[config.mk]
export PLATFORM = sky130hd
export DESIGN_NAME = furv_mem_sequencer_flat
export DESIGN_NICKNAME = d
export VERILOG_FILES = /design/src/rtl/furv_mem_sequencer_if.sv /design/src/rtl/furv_mem_sequencer.sv /design/src/flat_wrapper.sv
export SDC_FILE = /design/constraint.sdc
export NUM_CORES = 1
export LEC_CHECK = 0
export ABC_AREA = 1
export ABC_CLOCK_PERIOD_IN_PS = 3800
export CAP_MARGIN = 20
export CORE_MARGIN = 2
export CORE_UTILIZATION = 45
export DETAILED_ROUTE_END_ITERATION = 10
export PLACE_DENSITY_LB_ADDON = 0.08
export SLEW_MARGIN = 15
export SYNTH_ARGS = -nofsm -noshare
export SYNTH_HDL_FRONTEND = slang
export SYNTH_SLANG_ARGS = --single-unit
[constraint.sdc]
create_clock -name clk -period 3.8 [get_ports clk]
set_clock_uncertainty 0.1 [all_clocks]
set_input_delay 1.14 -clock clk [delete_from_list [all_inputs] [get_ports clk]]
set_output_delay 1.14 -clock clk [all_outputs]
set_load 0.01 [all_outputs]
[src/rtl/furv_mem_sequencer_if.sv]
// Shared bus bundle between the furv core, the memory sequencer and one
// Wishbone-style memory port.
//   master : sequencer view (drives instruction, core data response, memory request)
//   slave  : environment view (core PC/data request and memory response)
interface furv_mem_sequencer_if;
  localparam int unsigned DATA_W = 32;
  localparam int unsigned ADDR_W = 30;
  localparam int unsigned SEL_W  = 4;

  // core side
  logic [DATA_W-1:0] pc;
  logic [DATA_W-1:0] instruction;
  logic              d_mem;
  logic              d_we;
  logic [ADDR_W-1:0] d_addr;
  logic [SEL_W-1:0]  d_sel;
  logic [DATA_W-1:0] d_wdata;
  logic [DATA_W-1:0] d_rdata;
  logic              d_ack;

  // memory side
  logic              m_cyc;
  logic              m_we;
  logic [ADDR_W-1:0] m_addr;
  logic [SEL_W-1:0]  m_sel;
  logic [DATA_W-1:0] m_wdata;
  logic [DATA_W-1:0] m_rdata;
  logic              m_ack;

  modport master (
    input  pc, d_mem, d_we, d_addr, d_sel, d_wdata, m_rdata, m_ack,
    output instruction, d_rdata, d_ack, m_cyc, m_we, m_addr, m_sel, m_wdata
  );

  modport slave (
    output pc, d_mem, d_we, d_addr, d_sel, d_wdata, m_rdata, m_ack,
    input  instruction, d_rdata, d_ack, m_cyc, m_we, m_addr, m_sel, m_wdata
  );
endinterface

[src/rtl/furv_mem_sequencer.sv]
// Single-port memory sequencer for the furv core. Alternates instruction
// fetch and data access on one memory port, holds the fetched instruction
// for the core and feeds a stalling bubble while none is valid. Includes a
// bus watchdog with sticky first-error capture and a retired counter.
// Ports:
//   clk, rst_n  : clock, asynchronous active-low reset
//   bus         : core + memory bundle (master modport)
//   err_clr     : clears bus_err (a simultaneous watchdog fire wins)
//   bus_err     : sticky watchdog flag
//   err_addr    : word address of the first timed-out cycle
//   retired     : retired-instruction count, wraps
module furv_mem_sequencer #(
  parameter int unsigned TIMEOUT = 255,
  parameter logic [31:0] BUBBLE  = 32'h00002003
) (
  input  logic                         clk,
  input  logic                         rst_n,
  furv_mem_sequencer_if.master         bus,
  input  logic                         err_clr,
  output logic                         bus_err,
  output logic [29:0]                  err_addr,
  output logic [31:0]                  retired
);

  localparam int unsigned DATA_W = 32;
  localparam int unsigned ADDR_W = 30;
  localparam int unsigned SEL_W  = 4;
  localparam int unsigned WAIT_W = 16;
  localparam logic [DATA_W-1:0] NOP = 32'h00000013;

  typedef enum logic [1:0] {
    S_RESET = 2'd0,
    S_FETCH = 2'd1,
    S_EXEC  = 2'd2,
    S_DATA  = 2'd3
  } state_t;

  state_t              state_q, state_d;
  logic [DATA_W-1:0]   ir_q, ir_d;
  logic [WAIT_W-1:0]   wait_q, wait_d;
  logic                retire;
  logic                fire;
  logic                timeout_hit;

  logic [DATA_W-1:0]   instruction_c;
  logic [DATA_W-1:0]   d_rdata_c;
  logic                d_ack_c;
  logic                m_cyc_c;
  logic                m_we_c;
  logic [ADDR_W-1:0]   m_addr_c;
  logic [SEL_W-1:0]    m_sel_c;
  logic [DATA_W-1:0]   m_wdata_c;

  // PC byte offset is meaningless for word fetches
  logic unused_pc_lsb;
  assign unused_pc_lsb = ^bus.pc[1:0];

  // Watchdog compares against the already-accumulated wait count
  assign timeout_hit = (wait_q == WAIT_W'(TIMEOUT)) && !bus.m_ack;

  // Next-state, bus steering and commit decisions
  always_comb begin
    state_d       = state_q;
    ir_d          = ir_q;
    retire        = 1'b0;
    fire          = 1'b0;
    instruction_c = BUBBLE;
    d_rdata_c     = bus.m_rdata;
    d_ack_c       = 1'b0;
    m_cyc_c       = 1'b0;
    m_we_c        = 1'b0;
    m_addr_c      = bus.pc[DATA_W-1:2];
    m_sel_c       = {SEL_W{1'b1}};
    m_wdata_c     = '0;

    case (state_q)
      S_RESET: begin
        state_d = S_FETCH;
      end

      S_FETCH: begin
        m_cyc_c = 1'b1;
        if (bus.m_ack) begin
          ir_d    = bus.m_rdata;
          state_d = S_EXEC;
        end else if (timeout_hit) begin
          // Hand the core a NOP so it steps past the dead fetch
          fire    = 1'b1;
          ir_d    = NOP;
          state_d = S_EXEC;
        end
      end

      S_EXEC: begin
        instruction_c = ir_q;
        if (bus.d_mem) begin
          state_d = S_DATA;
        end else begin
          retire  = 1'b1;
          ir_d    = BUBBLE;
          state_d = S_FETCH;
        end
      end

      S_DATA: begin
        instruction_c = ir_q;
        m_cyc_c       = 1'b1;
        m_we_c        = bus.d_we;
        m_addr_c      = bus.d_addr;
        m_sel_c       = bus.d_sel;
        m_wdata_c     = bus.d_wdata;
        d_ack_c       = bus.m_ack;
        if (bus.m_ack) begin
          retire  = 1'b1;
          ir_d    = BUBBLE;
          state_d = S_FETCH;
        end else if (timeout_hit) begin
          // Complete the access with zero data so the core can move on
          fire      = 1'b1;
          d_ack_c   = 1'b1;
          d_rdata_c = '0;
          retire    = 1'b1;
          ir_d      = BUBBLE;
          state_d   = S_FETCH;
        end
      end

      default: begin
        state_d = S_RESET;
      end
    endcase

    // Wait count tracks consecutive unacked cycles of the current access
    if ((state_d != state_q) || bus.m_ack || !m_cyc_c) begin
      wait_d = '0;
    end else begin
      wait_d = wait_q + WAIT_W'(1);
    end
  end

  // State and datapath registers
  always_ff @(posedge clk or negedge rst_n) begin
    if (!rst_n) begin
      state_q  <= S_RESET;
      ir_q     <= BUBBLE;
      wait_q   <= '0;
      bus_err  <= 1'b0;
      err_addr <= '0;
      retired  <= '0;
    end else begin
      state_q <= state_d;
      ir_q    <= ir_d;
      wait_q  <= wait_d;
      if (retire) begin
        retired <= retired + DATA_W'(1);
      end
      // A fire in the same cycle as err_clr keeps the flag set
      if (fire) begin
        bus_err <= 1'b1;
        if (!bus_err) begin
          err_addr <= m_addr_c;
        end
      end else if (err_clr) begin
        bus_err <= 1'b0;
      end
    end
  end

  assign bus.instruction = instruction_c;
  assign bus.d_rdata     = d_rdata_c;
  assign bus.d_ack       = d_ack_c;
  assign bus.m_cyc       = m_cyc_c;
  assign bus.m_we        = m_we_c;
  assign bus.m_addr      = m_addr_c;
  assign bus.m_sel       = m_sel_c;
  assign bus.m_wdata     = m_wdata_c;

endmodule

[src/flat_wrapper.sv]
// flat-port wrapper written by rule: the top's interface ports become plain ports
module furv_mem_sequencer_flat 
#(
  parameter int unsigned TIMEOUT = 255,
  parameter logic [31:0] BUBBLE  = 32'h00002003
)
  (clk, rst_n, err_clr, bus_err, err_addr, retired, bus_pc, bus_d_mem, bus_d_we, bus_d_addr, bus_d_sel, bus_d_wdata, bus_m_rdata, bus_m_ack, bus_instruction, bus_d_rdata, bus_d_ack, bus_m_cyc, bus_m_we, bus_m_addr, bus_m_sel, bus_m_wdata);
  furv_mem_sequencer_if bus_i ();
  input  logic clk;
  input  logic rst_n;
  input  logic err_clr;
  output logic bus_err;
  output logic [29:0] err_addr;
  output logic [31:0] retired;
  input wire logic [$bits(bus_i.pc)-1:0] bus_pc;
  input wire logic [$bits(bus_i.d_mem)-1:0] bus_d_mem;
  input wire logic [$bits(bus_i.d_we)-1:0] bus_d_we;
  input wire logic [$bits(bus_i.d_addr)-1:0] bus_d_addr;
  input wire logic [$bits(bus_i.d_sel)-1:0] bus_d_sel;
  input wire logic [$bits(bus_i.d_wdata)-1:0] bus_d_wdata;
  input wire logic [$bits(bus_i.m_rdata)-1:0] bus_m_rdata;
  input wire logic [$bits(bus_i.m_ack)-1:0] bus_m_ack;
  output wire logic [$bits(bus_i.instruction)-1:0] bus_instruction;
  output wire logic [$bits(bus_i.d_rdata)-1:0] bus_d_rdata;
  output wire logic [$bits(bus_i.d_ack)-1:0] bus_d_ack;
  output wire logic [$bits(bus_i.m_cyc)-1:0] bus_m_cyc;
  output wire logic [$bits(bus_i.m_we)-1:0] bus_m_we;
  output wire logic [$bits(bus_i.m_addr)-1:0] bus_m_addr;
  output wire logic [$bits(bus_i.m_sel)-1:0] bus_m_sel;
  output wire logic [$bits(bus_i.m_wdata)-1:0] bus_m_wdata;
  assign bus_i.pc = bus_pc;
  assign bus_i.d_mem = bus_d_mem;
  assign bus_i.d_we = bus_d_we;
  assign bus_i.d_addr = bus_d_addr;
  assign bus_i.d_sel = bus_d_sel;
  assign bus_i.d_wdata = bus_d_wdata;
  assign bus_i.m_rdata = bus_m_rdata;
  assign bus_i.m_ack = bus_m_ack;
  assign bus_instruction = bus_i.instruction;
  assign bus_d_rdata = bus_i.d_rdata;
  assign bus_d_ack = bus_i.d_ack;
  assign bus_m_cyc = bus_i.m_cyc;
  assign bus_m_we = bus_i.m_we;
  assign bus_m_addr = bus_i.m_addr;
  assign bus_m_sel = bus_i.m_sel;
  assign bus_m_wdata = bus_i.m_wdata;
  furv_mem_sequencer #(.TIMEOUT(TIMEOUT), .BUBBLE(BUBBLE)) u_core (.clk(clk), .rst_n(rst_n), .bus(bus_i), .err_clr(err_clr), .bus_err(bus_err), .err_addr(err_addr), .retired(retired));
endmodule
# --- Word level (Yosys, flattened, before mapping) ---
# Index checks and enable logic that the tools add are counted.
totals:
  word_cells: 60
  output_inout_bits: 196
  register_bits: 113
classes:
  muxes: 31
  bitwise_logic: 1
  n_eq_ne: 8
  reduce_logical: 12
  addsub: 2
op_table:
  columns: ["operator", "n"]
  rows:
  - ["$mux 32", 10]
  - ["$pmux 32 s3", 1]
  - ["$add 32x1->32 const B", 1]
  - ["$mux 30", 1]
  - ["$add 16x1->16 const B", 1]
  - ["$eq 16x8->1 const B", 1]
  - ["$mux 16", 1]
  - ["$mux 1", 10]
  - ["$mux 2", 5]
  - ["$pmux 2 s4", 1]
  - ["$ne 3x2->1 const B", 2]
  - ["$eq 2x2->1 const B", 2]
  - ["$mux 4", 1]
  - ["$reduce_and 4->1", 1]
  - ["$reduce_or 2->1", 2]
  - ["$reduce_bool 3->1", 1]
  - ["$eq 2x1->1 const B", 1]
  - ["$logic_not 1->1", 2]
  - ["$logic_not 2->1", 1]
  - ["$logic_or 1x1->1", 2]
  - ["$ne 2x2->1", 1]
  - ["$ne 2x2->1 const B", 1]
  - ["$pmux 1 s2", 1]
  - ["$reduce_and 2->1", 1]
  - ["other kinds (3)", 3]

# --- Depth between registers and ports, before layout ---
depth:
  ltp_word: 9
  depth_mapped: 12
  ltp_nobuf: 11

# --- Worst setup path before layout ---
# No wires, ideal clock.
synth_path:
  path_type: "input port to output port"
  start: "input bus_m_ack"
  end: "output bus_d_rdata[10]"
  t_arrival_ns: 1.775
  path_slack_ns: 0.785
  path_buffers: 1
  path_stages: 5
  cell_sequence: "nor2_1 -> nand2_2 -> nor2_4 -> buf_4 -> nor2_1"
synth_between:
  elab_chain_len: 5
synth_lines:
  columns: ["element", "line_no", "rtl"]
  rows:
  - ["start: declaration", "flat_wrapper.sv:22", "input wire logic [$bits(bus_i.m_ack)-1:0] bus_m_ack;"]
  - ["$logic_not 1->1", "furv_mem_sequencer.sv:59", "assign timeout_hit = (wait_q == WAIT_W'(TIMEOUT)) && !bus.m_ack;"]
  - ["$logic_and 1x1->1", "furv_mem_sequencer.sv:59", null]
  - ["$mux 32", "furv_mem_sequencer.sv:117", "end else if (timeout_hit) begin"]
  - ["$mux 32 (*)", "furv_mem_sequencer.sv:113", "if (bus.m_ack) begin"]
  - ["$mux 32 (*)", "furv_mem_sequencer.sv:76", "case (state_q)"]
  - ["end: declaration", "flat_wrapper.sv:24", "output wire logic [$bits(bus_i.d_rdata)-1:0] bus_d_rdata;"]
# Mark *: on every way between the ends. The rest lies on a longest branch, timed or not.

# --- Final worst setup path ---
layout_path:
  start: "register u_core.wait_q[0]"
  end: "output bus_d_rdata[15]"
layout_between:
  elab_chain_len: 5
layout_lines:
  columns: ["element", "line_no", "rtl"]
  rows:
  - ["start: declaration", "furv_mem_sequencer.sv:40", "logic [WAIT_W-1:0] wait_q, wait_d;"]
  - ["start signal: assignment", "furv_mem_sequencer.sv:153", "wait_q <= wait_d;"]
  - ["$eq 16x8->1", "furv_mem_sequencer.sv:59", null]
  - ["$logic_and 1x1->1", "furv_mem_sequencer.sv:59", null]
  - ["$mux 32", "furv_mem_sequencer.sv:117", null]
  - ["$mux 32", "furv_mem_sequencer.sv:113", null]
  - ["$mux 32", "furv_mem_sequencer.sv:76", null]
# Every way passes these cells.

==> results.md <==
- Placed Cells: 1577
- Switching pwr: 1.80 mW
- Status: finished, final reports clean
- Grt ovf: 0
- Worst path depth: 12
- Starting Density: 45.9%
- Slowest Stage Delay on Critical Path: 370 ps
- P_int: 3.36 mW
- Commonest non-fill, non-tap cells in the layout: 467 x nand2_1, 294 x clkdlybuf4s50_1, 175 x nor2_1
- Via count: 7918
- # port buffers: 329
- DIE AREA: 16500 sq um
- Post-synthesis compound-gate area fraction: 0.287%
- Unrepaired setup endpoints after global routing: false
- Largest family of logic cells by synthesized area: simple AND/OR/NAND/NOR gates
- End of the worst register-to-register path: u_core.ir_q[31]
- DRT iter0 DRCs: 504
- Arr. time, crit path: 2400 ps
- WP data required: 2560 ps
- Yosys reg bits: 113
- Count of cell types in the netlist: 26
- Reg power frac: 28.0%
- CP Launch Type: register
- CP Max Fanout: 6
- Mean area per synthesized cell: 6.39 sq um
- First-pass GRT wire length: 38700 um
- Std cell rows: 45
- Async set or reset register ratio after synthesis: 100%
- Pwr dens: 467 nW/um^2
- EDFF count, synth: 0
- P_leak: 5.70 nW
- Final instance area: 11000 sq um
- Ys flop type: dfrtp_1
- Worst r2r path cells: 12
- Final Max Slew Viols: 0
- Pin count of the biggest net entering global routing: 112
- Crit. Startpoint: u_core.wait_q[0]
- Area grow syn2layout: 58.2%
- Detail Placement HPWL: 18700 um
- Number of global-route vias before repair: 7290
- Worst path cell trace: ha_2, nand2_2, nor2_4, nand2_2, inv_2, nand2_4, inv_2, nand2_2, nor2_4, clkbuf_16, nor2_1, dlygate4sd2_1
- CORE AREA: 15200 sq um
- Skew-Pair Late Insertion Delay: 410 ps
- TritonCTS clock tree: built
- Cell Count, Final, Fillers Out: 1614
- Htree depth: 4
- Most common cell after layout, fill and taps aside: nand2_1
- Setup Crit Path Kind: reg -> out
- Total Routed Length: 25500 um
- Die X-Extent: 129 um
- Reg-to-reg startpoint: u_core.wait_q[0]
- Clock Sinks: 113
- Initial antenna violation count: 2
- Post-Synth Simple-Gate Area: 44.9%
- Syn. warnings: 0
- Hold slack: 366 ps
- Maximum clock path buffer count: 2
- Final ANT Viol Nets: 0
- Die Y: 129 um
- Actual slew at the worst max-slew pin: 1010 ps
- Critical-path top delay cell: dfrtp_1
- Filler cell count: 1309
- Critical Path End: bus_d_rdata[15]
- Most used cell, CP: nand2_2
- TritonRoute pass-1 iters: 5
- Final weighted congestion in routability-driven placement: 0.880
- Synth Area in Adders: 0.358%
- Top-area cell type share of the netlist area: 39.4%
- CTS clk-pin slew, worst paths: 50 ps
- Final Hold Fails: 0
- Crit path capture type: output port
- Mapped Cells: 1092
- Final setup viols: 0
- Post-DP Area: 10400 sq um
- Max-slew headroom: 32.6%
- Root buffer cell: clkbuf_16
- Synth Area in XOR/XNOR: 2.76%
- Share of cells above drive strength 1: 5.75%
- Vias/cell: 4.91
- CTS buffer count: 17
- Fin crit period: 3640 ps
- Combinational Power Share: 40.8%
- Sw Ratio: 34.9%
- Worst Path Buf+Inv: 4
- Max-cap violations: 0
- Mux cell area share after synthesis: 0%
- GRT Overall Usage: 30.4%
- Clock share of power: 31.2%
- Ranking of synthesized cells by area: dfrtp_1 39%, nand2_1 25%, nor2_1 9.5%
- Wirelength per Cell: 15.8 um
- DRC violations left: 0
- FF-to-FF setup slack: 1580 ps
- Nets: 1551
- F_max: 275 MHz
- Hold crit path type: reg -> reg
- Peak supply drop: 0.442 mV
- Synthesized area: 6980 sq um
- Tcrit/Tclk final: 95.8%
- Delay-heaviest family, CP: simple AND/OR/NAND/NOR gates
- Seq/Total Area, Yosys: 40.6%
- Syn nets: 1230
- Number of top-level design ports: 332
- Area leader, netlist: dfrtp_1
==> per-stage QoR <==
step                power, mW  setup WS, ps  TNS, ps  util [%]
finish                   5.16           159        0      72.6
global route             5.43          19.3        0      72.6
CTS                      5.19          78.3        0      72.2
detailed placement       3.57          -132    -3600      68.5
global placement         3.55         -90.5    -2410      68.5
floorplan                2.47           785        0         -
==> flip-flops by register name (all words and copies together), names as in the netlist <==
register,flops
u_core.ir_q,32
u_core.retired,32
u_core.err_addr,30
u_core.wait_q,16
u_core.state_q,2
u_core.bus_err,1
==> power groups by stage <==
stage	clock network [mW]	logic, mW	registers (mW)
3_3_place_gp	0	2.10	1.45
4_1_cts	1.63	2.12	1.44
3_5_place_dp	0	2.12	1.46
5_1_grt	1.69	2.27	1.46
6_report	1.61	2.11	1.45
2_1_floorplan	0	1.04	1.43
==> routing by layer <==
layer / global-route usage [%] / part of all wire (%) / wire [um]
met1: 36.5 / 39 / 10000
met2: 53.2 / 51 / 13100
met3: 8.15 / 6.6 / 1690
met4: 9.78 / 2.6 / 673
met5: 0 / 0.051 / 13
==> final cells by class <==
| type | count | area (sq um) | area share [%] |
|---|---|---|---|
| antenna | 1 | 2.50 | 0.0227 |
| clock buffer | 27 | 533 | 4.83 |
| clock inverter | 4 | 70.1 | 0.635 |
| inverter | 136 | 510 | 4.62 |
| multi-input combinational | 794 | 3380 | 30.6 |
| sequential | 113 | 2830 | 25.6 |
| tap | 188 | 235 | 2.13 |
| timing repair buffer | 351 | 3480 | 31.5 |
==> synth_stat cells, drive strengths merged (2+ instances only) <==
master / n
inv: 136
ha: 2
a21oi: 2
dfstp: 3
nand2: 477
xor2: 14
nand4: 34
dfrtp: 110
clkbuf: 12
nor3: 7
o21ai: 2
nor2: 180
or2: 7
buf: 37
xnor2: 8
nand3: 60
==> worst min-delay path by stage <==
stage / cells after the start / slack (ps) / end / startpoint
CTS: 1 / 370 / u_core.wait_q[0] / u_core.wait_q[0]
global route: 2 / 390 / u_core.err_addr[18] / u_core.err_addr[18]
detailed placement: 1 / 350 / u_core.wait_q[0] / u_core.wait_q[0]
finish: 2 / 370 / u_core.err_addr[18] / u_core.err_addr[18]
global placement: 1 / 350 / u_core.wait_q[0] / u_core.wait_q[0]
floorplan: 1 / 330 / u_core.wait_q[0] / u_core.wait_q[0]
==> worst reg2reg max path, delay by kind of cell (launching register included) <==
kind,cells,cell delay (ps)
flops,1,370
buf+inv,2,190
fa+ha+maj,1,200
simple gates,9,1300
==> repair_timing <==
action                     in CTS  in global routing
pin swaps                       0                  4
hold buffers                    0                  0
gates cloned                    0                  2
resized for setup              33                  4
buffers inserted                1                  2
setup endpoints to repair      33                  8
==> cells by family (layout without fill, tap and decap cells) <==
group	count (synthesis)	in the layout
compound gates	4	4
xor+xnor	22	22
fa+ha+maj	2	2
buf+inv	185	518
flops	113	113
other cells	0	1
simple gates	766	766
(Power assumes the default switching activity.)
